`config.mk`:
```
export PLATFORM = sky130hd
export DESIGN_NAME = clk_div_monitor
export DESIGN_NICKNAME = d
export VERILOG_FILES = /design/src/rtl/clk_div_monitor.sv
export SDC_FILE = /design/constraint.sdc
export NUM_CORES = 1
export LEC_CHECK = 0
export ABC_AREA = 1
export BUFFER_PORTS_ARGS = -buffer_cell sky130_fd_sc_hd__clkbuf_2
export CAP_MARGIN = 20
export CORE_MARGIN = 2
export CORE_UTILIZATION = 50
export CTS_CLUSTER_DIAMETER = 60
export DETAILED_ROUTE_END_ITERATION = 12
export PLACE_DENSITY_LB_ADDON = 0.1
export SLEW_MARGIN = 20
export SYNTH_ARGS = -nofsm -noshare
export SYNTH_HDL_FRONTEND = slang
export SYNTH_SLANG_ARGS = --single-unit
export TNS_END_PERCENT = 10
```
`constraint.sdc`:
```
create_clock -name i_clk -period 5.6 [get_ports i_clk]
set_input_delay 0.28 -clock i_clk [delete_from_list [all_inputs] [get_ports i_clk]]
set_output_delay 0.28 -clock i_clk [all_outputs]
set_load 0.01 [all_outputs]
```
`src/rtl/clk_div_monitor.sv`:
```
// clk_div_monitor: measures period and high time of a synchronous divided clock and flags mismatches.
module clk_div_monitor #(
  parameter int LOCK_CNT = 4,
  parameter int CNT_W = 11
) (
  input  logic             i_clk,
  input  logic             i_rst_b,
  input  logic             i_div_clk,
  input  logic             i_en,
  input  logic [9:0]       i_exp_div_num,
  input  logic             i_err_clr,
  output logic [CNT_W-1:0] o_period,
  output logic [CNT_W-1:0] o_high_cnt,
  output logic             o_valid,
  output logic             o_locked,
  output logic             o_err_period,
  output logic             o_err_duty,
  output logic             o_err_timeout
);
  typedef enum logic [1:0] {IDLE, ARM, MEASURE} state_t;
  localparam logic [CNT_W-1:0] MAX = '1;
  state_t state;
  logic prev;
  logic [CNT_W-1:0] pcnt, hcnt;
  logic [10:0] exp_p;
  logic [3:0] good;
  logic rise, meas, changed, good_p, good_d, set_p, set_d, set_t;
  logic [10:0] exp_now;
  logic [3:0] good_inc;
  assign rise = i_div_clk & ~prev;
  assign meas = i_en && state == MEASURE && rise;
  assign exp_now = {1'b0, i_exp_div_num} + 11'd1;
  // a change of the expected divisor since the last rise voids the period just ended
  assign changed = exp_now != exp_p;
  assign good_p = 32'(pcnt) == 32'(exp_p);
  assign good_d = hcnt == (pcnt >> 1) || hcnt == pcnt - (pcnt >> 1);
  assign good_inc = good == 4'(LOCK_CNT) ? good : good + 4'd1;
  assign set_p = meas && !changed && !good_p;
  assign set_d = meas && !changed && good_p && !good_d;
  assign set_t = i_en && state == MEASURE && !rise && pcnt == MAX;
  always_ff @(posedge i_clk or negedge i_rst_b) begin
    if (!i_rst_b) begin
      state <= IDLE;
      prev <= 1'b0;
      pcnt <= '0;
      hcnt <= '0;
      exp_p <= '0;
      good <= '0;
      o_period <= '0;
      o_high_cnt <= '0;
      o_valid <= 1'b0;
      o_locked <= 1'b0;
      o_err_period <= 1'b0;
      o_err_duty <= 1'b0;
      o_err_timeout <= 1'b0;
    end else begin
      prev <= i_div_clk;
      o_valid <= 1'b0;
      o_err_period <= set_p | (o_err_period & ~i_err_clr);
      o_err_duty <= set_d | (o_err_duty & ~i_err_clr);
      o_err_timeout <= set_t | (o_err_timeout & ~i_err_clr);
      if (!i_en) begin
        state <= IDLE;
        good <= '0;
        o_locked <= 1'b0;
      end else if (state == IDLE) begin
        state <= ARM;
      end else if (rise) begin
        state <= MEASURE;
        pcnt <= CNT_W'(1);
        hcnt <= CNT_W'(1);
        exp_p <= exp_now;
        if (state == MEASURE) begin
          if (!changed) begin
            o_period <= pcnt;
            o_high_cnt <= hcnt;
            o_valid <= 1'b1;
          end
          good <= (!changed && good_p && good_d) ? good_inc : '0;
          o_locked <= !changed && good_p && good_d && good_inc == 4'(LOCK_CNT);
        end
      end else if (state == MEASURE) begin
        if (pcnt == MAX) begin
          state <= ARM;
          good <= '0;
          o_locked <= 1'b0;
        end else begin
          pcnt <= pcnt + CNT_W'(1);
          hcnt <= (i_div_clk && hcnt != MAX) ? hcnt + CNT_W'(1) : hcnt;
        end
      end
    end
  end
endmodule

```
======== After elaboration in Yosys (flattened, before gate mapping) ========
Index checks and enable logic that the tools add are counted.
storage, ports and cells
  register bits after elaboration ......... 67
  bits in latches ......................... 0
  bits in writable memories ............... 0
  bits in read-only memories .............. 0
  output and inout bits ................... 27
  memories kept ........................... 0
operators by class
  add/sub/neg operators ................... 5
  multiply operators ...................... 0
  div/mod/pow operators ................... 0
  order comparisons ....................... 0
  equal/unequal tests ..................... 15
  shift-type cells ........................ 0
  mux-type cells .......................... 31
  bitwise operators ....................... 11
  reduce and logical (&&, ||, !) cells .... 26
operator list
  operator                                               number
  two-way mux 11 bit                                     7
  two-way mux 4 bit                                      8
  adder 11 x 1 -> 11 bit, second input constant          2
  equality test 11 bit                                   2
  logical AND 1 bit                                      12
  adder 10 x 1 -> 11 bit, second input constant          1
  equality test 11 x 10 -> 1 bit                         1
  equality test 11 bit, second input constant            1
  two-way mux 1 bit                                      11
  inequality test 11 bit                                 1
  inequality test 11 bit, second input constant          1
  subtractor 11 x 10 -> 11 bit                           1
  two-way mux 2 bit                                      5
  AND reduction 5 bit                                    2
  equality test 4 x 3 -> 1 bit, second input constant    2
  inequality test 4 x 1 -> 1 bit, second input constant  2
  AND reduction 3 bit                                    2
  adder 4 x 1 -> 4 bit, second input constant            1
  AND 1 bit                                              4
  logical NOT 1 bit                                      4
  inequality test 2 bit, second input constant           2
  NOT 1 bit                                              4
  AND reduction 4 bit                                    1
  nonzero test 2 bit                                     2
  other kinds (7)                                        9

======== Depth between registers and ports, before layout ========
  depth after elaboration ................. 10
  mapped depth ............................ 16
  mapped depth without buffers ............ 16

======== Worst setup path after synthesis ========
No wires, ideal clock.
  kind .................................... register -> register
  start point ............................. register pcnt[0]
  end point ............................... register good[0]
  library setup time ...................... 0.067 ns
  data arrival time ....................... 1.988 ns
  path slack .............................. 3.545 ns
  stages on the path, launching flop included .. 17
  path buffers ............................ 0
  period minus slack after synthesis ...... 2.055 ns
  cells stage by stage .................... dfrtp_1 > inv_1 > ha_1 > fa_1 > inv_1 > nand3_1 > nand2_1 > nand2_1 > nand2_1 > nand2_1 > nand2_1 > nand3_1 > nor2_1 > nand2_1 > nand2_1 > nand4_1 > nand2_1
between the ends
  longest elaborated chain between the ends .. 9
  elaborated cells on any way between the ends .. 14
ends and longest elaborated chain
  what                          line  source
  from (decl)                   24    logic [CNT_W-1:0] pcnt, hcnt;
  from (signal assigned)        88    pcnt <= pcnt + CNT_W'(1);
  subtractor 11 x 10 -> 11 bit  36    assign good_d = hcnt == (pcnt >> 1) || hcnt == pcnt - (pcnt >> 1);
  equality test 11 bit          36
  logical OR 1 bit              36
  logical AND 1 bit             79    good <= (!changed && good_p && good_d) ? good_inc : '0;
  two-way mux 4 bit             79
  two-way mux 4 bit             73    if (state == MEASURE) begin
  two-way mux 4 bit             68    end else if (rise) begin
  two-way mux 4 bit             66    end else if (state == IDLE) begin
  two-way mux 4 bit             62    if (!i_en) begin
  to (signal assigned)          79
  to (decl)                     26    logic [3:0] good;
Several ways; a longest one is shown, not always the timed one. The select of a mux whose other input is x is not followed.
A chain may end at the register's enable or synchronous reset.

======== Worst setup path after layout ========
  start point ............................. register pcnt[3]
  end point ............................... register o_locked
between the ends
  longest elaborated chain between the ends .. 9
  elaborated cells on any way between the ends .. 15
ends and longest elaborated chain
  what                            line  source
  subtractor 11 x 10 -> 11 bit    36
  equality test 11 bit            36
  logical OR 1 bit                36
  logical AND 1 bit (2 in a row)  80    o_locked <= !changed && good_p && good_d && good_inc == 4'(LOCK_CNT);
  two-way mux 1 bit               73
  two-way mux 1 bit               68
  two-way mux 1 bit               66
  two-way mux 1 bit               62
  to (signal assigned)            80
  to (decl)                       15    output logic o_locked,
Several ways; a longest one is shown, not always the timed one. The select of a mux whose other input is x is not followed.

==> results_dict.tcl <==
set metrics [dict create \
    final_nets 736 \
    ir_worst_vdd_v 0.000170 \
    globalplace.congestion 0.966 \
    cts_buffers 9 \
    hp-class "in -> reg" \
    grt_start_max_net_pins 68 \
    max-cap-violations 0 \
    cts_resized 0 \
    synth_area_leaders "dfrtp_1 36%, nand2_1 18%, inv_1 6.4%" \
    reg2reg_slack_ps 3060 \
    max_slew.worst_pin.slew_ps 1000 \
    io_buffers 41 \
    die_area_um2 9970 \
    area_delta_synth_final_pct 11.0 \
    die-width_um 99.9 \
    worst-path-stages 14 \
    critPathTopFamily "simple AND/OR/NAND/NOR gates" \
    h-tree-depth 3 \
    cts_num_sinks 67 \
    io_pins 42 \
    cts.path.max_buffers 2 \
    critPathRequiredTime_ps 5890 \
    clkTransAtPathRegs_ps 80 \
    async_reset_ff_frac 1.00 \
    maxSlewHeadroom 0.328 \
    synth_area_leader_cell "dfrtp_1" \
    place_hpwl_um 8940 \
    dr.pass1.iters 5 \
    grt_usage 0.254 \
    leakage_nw 2.78 \
    antenna_found_initial 0 \
    insertion_delay_ps 350 \
    cts-hold-fix-buffers 0 \
    cts_tree "yes" \
    hold_viol_final 0 \
    setup_viol 0 \
    timing.fmax_mhz 394 \
    core_um2 8810 \
    crit_start "pcnt[3]" \
    grt_remaining_overflow 0 \
    synth_area_um2 4600 \
    ys_ff_latch 67 \
    finClkSkew_ps 10.7 \
    post-route-min-period_ps 2540 \
    wl_um 11800 \
    yosys.area.top_type_share 0.365 \
    r2r-end "o_locked" \
    synth_edf_count 0 \
    p_per_area_nw_per_um2 347 \
    path_class "reg -> reg" \
    cp-start-kind "register" \
    reg2reg_from "pcnt[3]" \
    rsz0062_at_grt "false" \
    grt_pass1_wl_um 20100 \
    drtAntennaViolNets 0 \
    fin_crit_sh 0.454 \
    wire_per_inst_um 14.5 \
    insertedDiodeCount 0 \
    worst-path-buf-inv 1 \
    die_height_um 99.9 \
    avgSynthCellArea_um2 6.99 \
    synth-seq-area-share 0.365 \
    min-delay-start "i_div_clk" \
    drive_above_1_share 0.105 \
    start_util 0.522 \
    synthTopCellsByCount "223 x nand2_1, 78 x inv_1, 67 x dfrtp_1, 48 x nor2_1, 42 x nand3_1" \
    path_max_fanout 9 \
    grt_pass1_vias 4108 \
    via_per_inst 5.40 \
    setup-tns-final_ps 0 \
    num_vias 4371 \
    arrival_ps 2830 \
    critPathMaxStageDelay_ps 570 \
    cp-endpoint "o_locked" \
    crit_chain "inv_1, ha_1, nand2_1, nor2_1, nand2_1, nand2_1, nand2_1, nand2_1, nand3_1, nor2_1, nand2_1, nand2_1, nand4_1, nand2_1" \
    syn_nets 696 \
    drc_errors 0 \
    num_rows 34 \
    post_dp_cell_area_um2 4880 \
    cts_root_buf "clkbuf_8" \
    yosysMostFrequentCell "nand2_1" \
    cp_slowest_cell "dfrtp_1" \
    fillCellCount 842 \
    outcome "finished clean" \
    yosys_warnings 0 \
    crit_top_cell "nand2_1" \
    synth_cell_types 35 \
    reg2reg_depth 14 \
    post-cts-setup-buffer-count 0 \
    crit_path_end_kind "register" \
    ys.flop_type "dfrtp_1" \
    maxSlewViolCount 0 \
    postLayoutCellArea_um2 5100 \
    syn_inst 657 \
    drt_iter0_markers 231 \
]
-- routing by layer --
layer,global-route usage,wire length [um]
met2,0.410,5370
met3,0.0467,714
met5,0,0
met4,0.0590,139
met1,0.357,5560
-- through the flow --
stage	utilization	power, mW	worst slack (ps)	instances	hold WS [ps]
2_1_floorplan	-	1.13	3540	657	-15.6
3_3_place_gp	0.554	1.30	3000	794	440
3_5_place_dp	0.554	1.30	2910	794	440
4_1_cts	0.579	1.77	3080	810	69.5
5_1_grt	0.579	1.92	2820	810	71.4
6_report	0.579	1.77	3060	810	84.8
-- cell type report --
cell class | instances | area (um^2) | area share
timing repair buffer | 44 | 228 | 0.0446
clock buffer | 10 | 138 | 0.0270
multi-input combinational | 494 | 2530 | 0.497
inverter | 81 | 304 | 0.0596
clock inverter | 6 | 87.6 | 0.0172
sequential | 67 | 1680 | 0.329
tap | 108 | 135 | 0.0265
-- logic make-up (layout without fill, tap and decap cells) --
group | count (synthesis) | after routing | share of synthesized area
flip-flops | 67 | 67 | 0.365
AO/OA/AOI/OAI | 67 | 67 | 0.0776
adder cells (fa/ha/maj) | 24 | 24 | 0.0670
AND/OR/NAND/NOR | 380 | 380 | 0.363
XOR/XNOR | 23 | 23 | 0.0438
buffers and inverters | 96 | 141 | 0.0839
-- state kept, by name, summed over array words and instances, names as in the netlist --
register	flops
prev	1
o_period	11
state	2
o_err_period	1
exp_p	11
good	4
pcnt	11
o_high_cnt	11
o_locked	1
o_err_timeout	1
o_valid	1
o_err_duty	1
hcnt	11
-- layout by cell type (no fill, tap or decap), drive strengths merged, types with 3 or more instances in the layout --
master and instances:
o21ai 34, nand3 44, nor3 11, o22ai 3
nand3b 4, buf 4, inv 82, ha 23
dfrtp 67, nand4 37, xor2 17, a21oi 24
nor2 54, clkbuf 50, nand2 225, clkinv 3
xnor2 6
-- worst min-delay path by stage --
stage | end | cells after the start | slack [ps]
after floorplan | exp_p[0] | 0 | -20
after global placement | prev | 1 | 440
after detailed placement | prev | 1 | 440
after CTS | prev | 1 | 70
after global routing | prev | 1 | 70
final | prev | 1 | 80
-- where the power goes --
part	internal [mW]	switching (mW)
registers	0.532	0.0980
logic	0.249	0.427
clock network	0.264	0.203
Note: power is estimated with default switching activity, not from simulation.
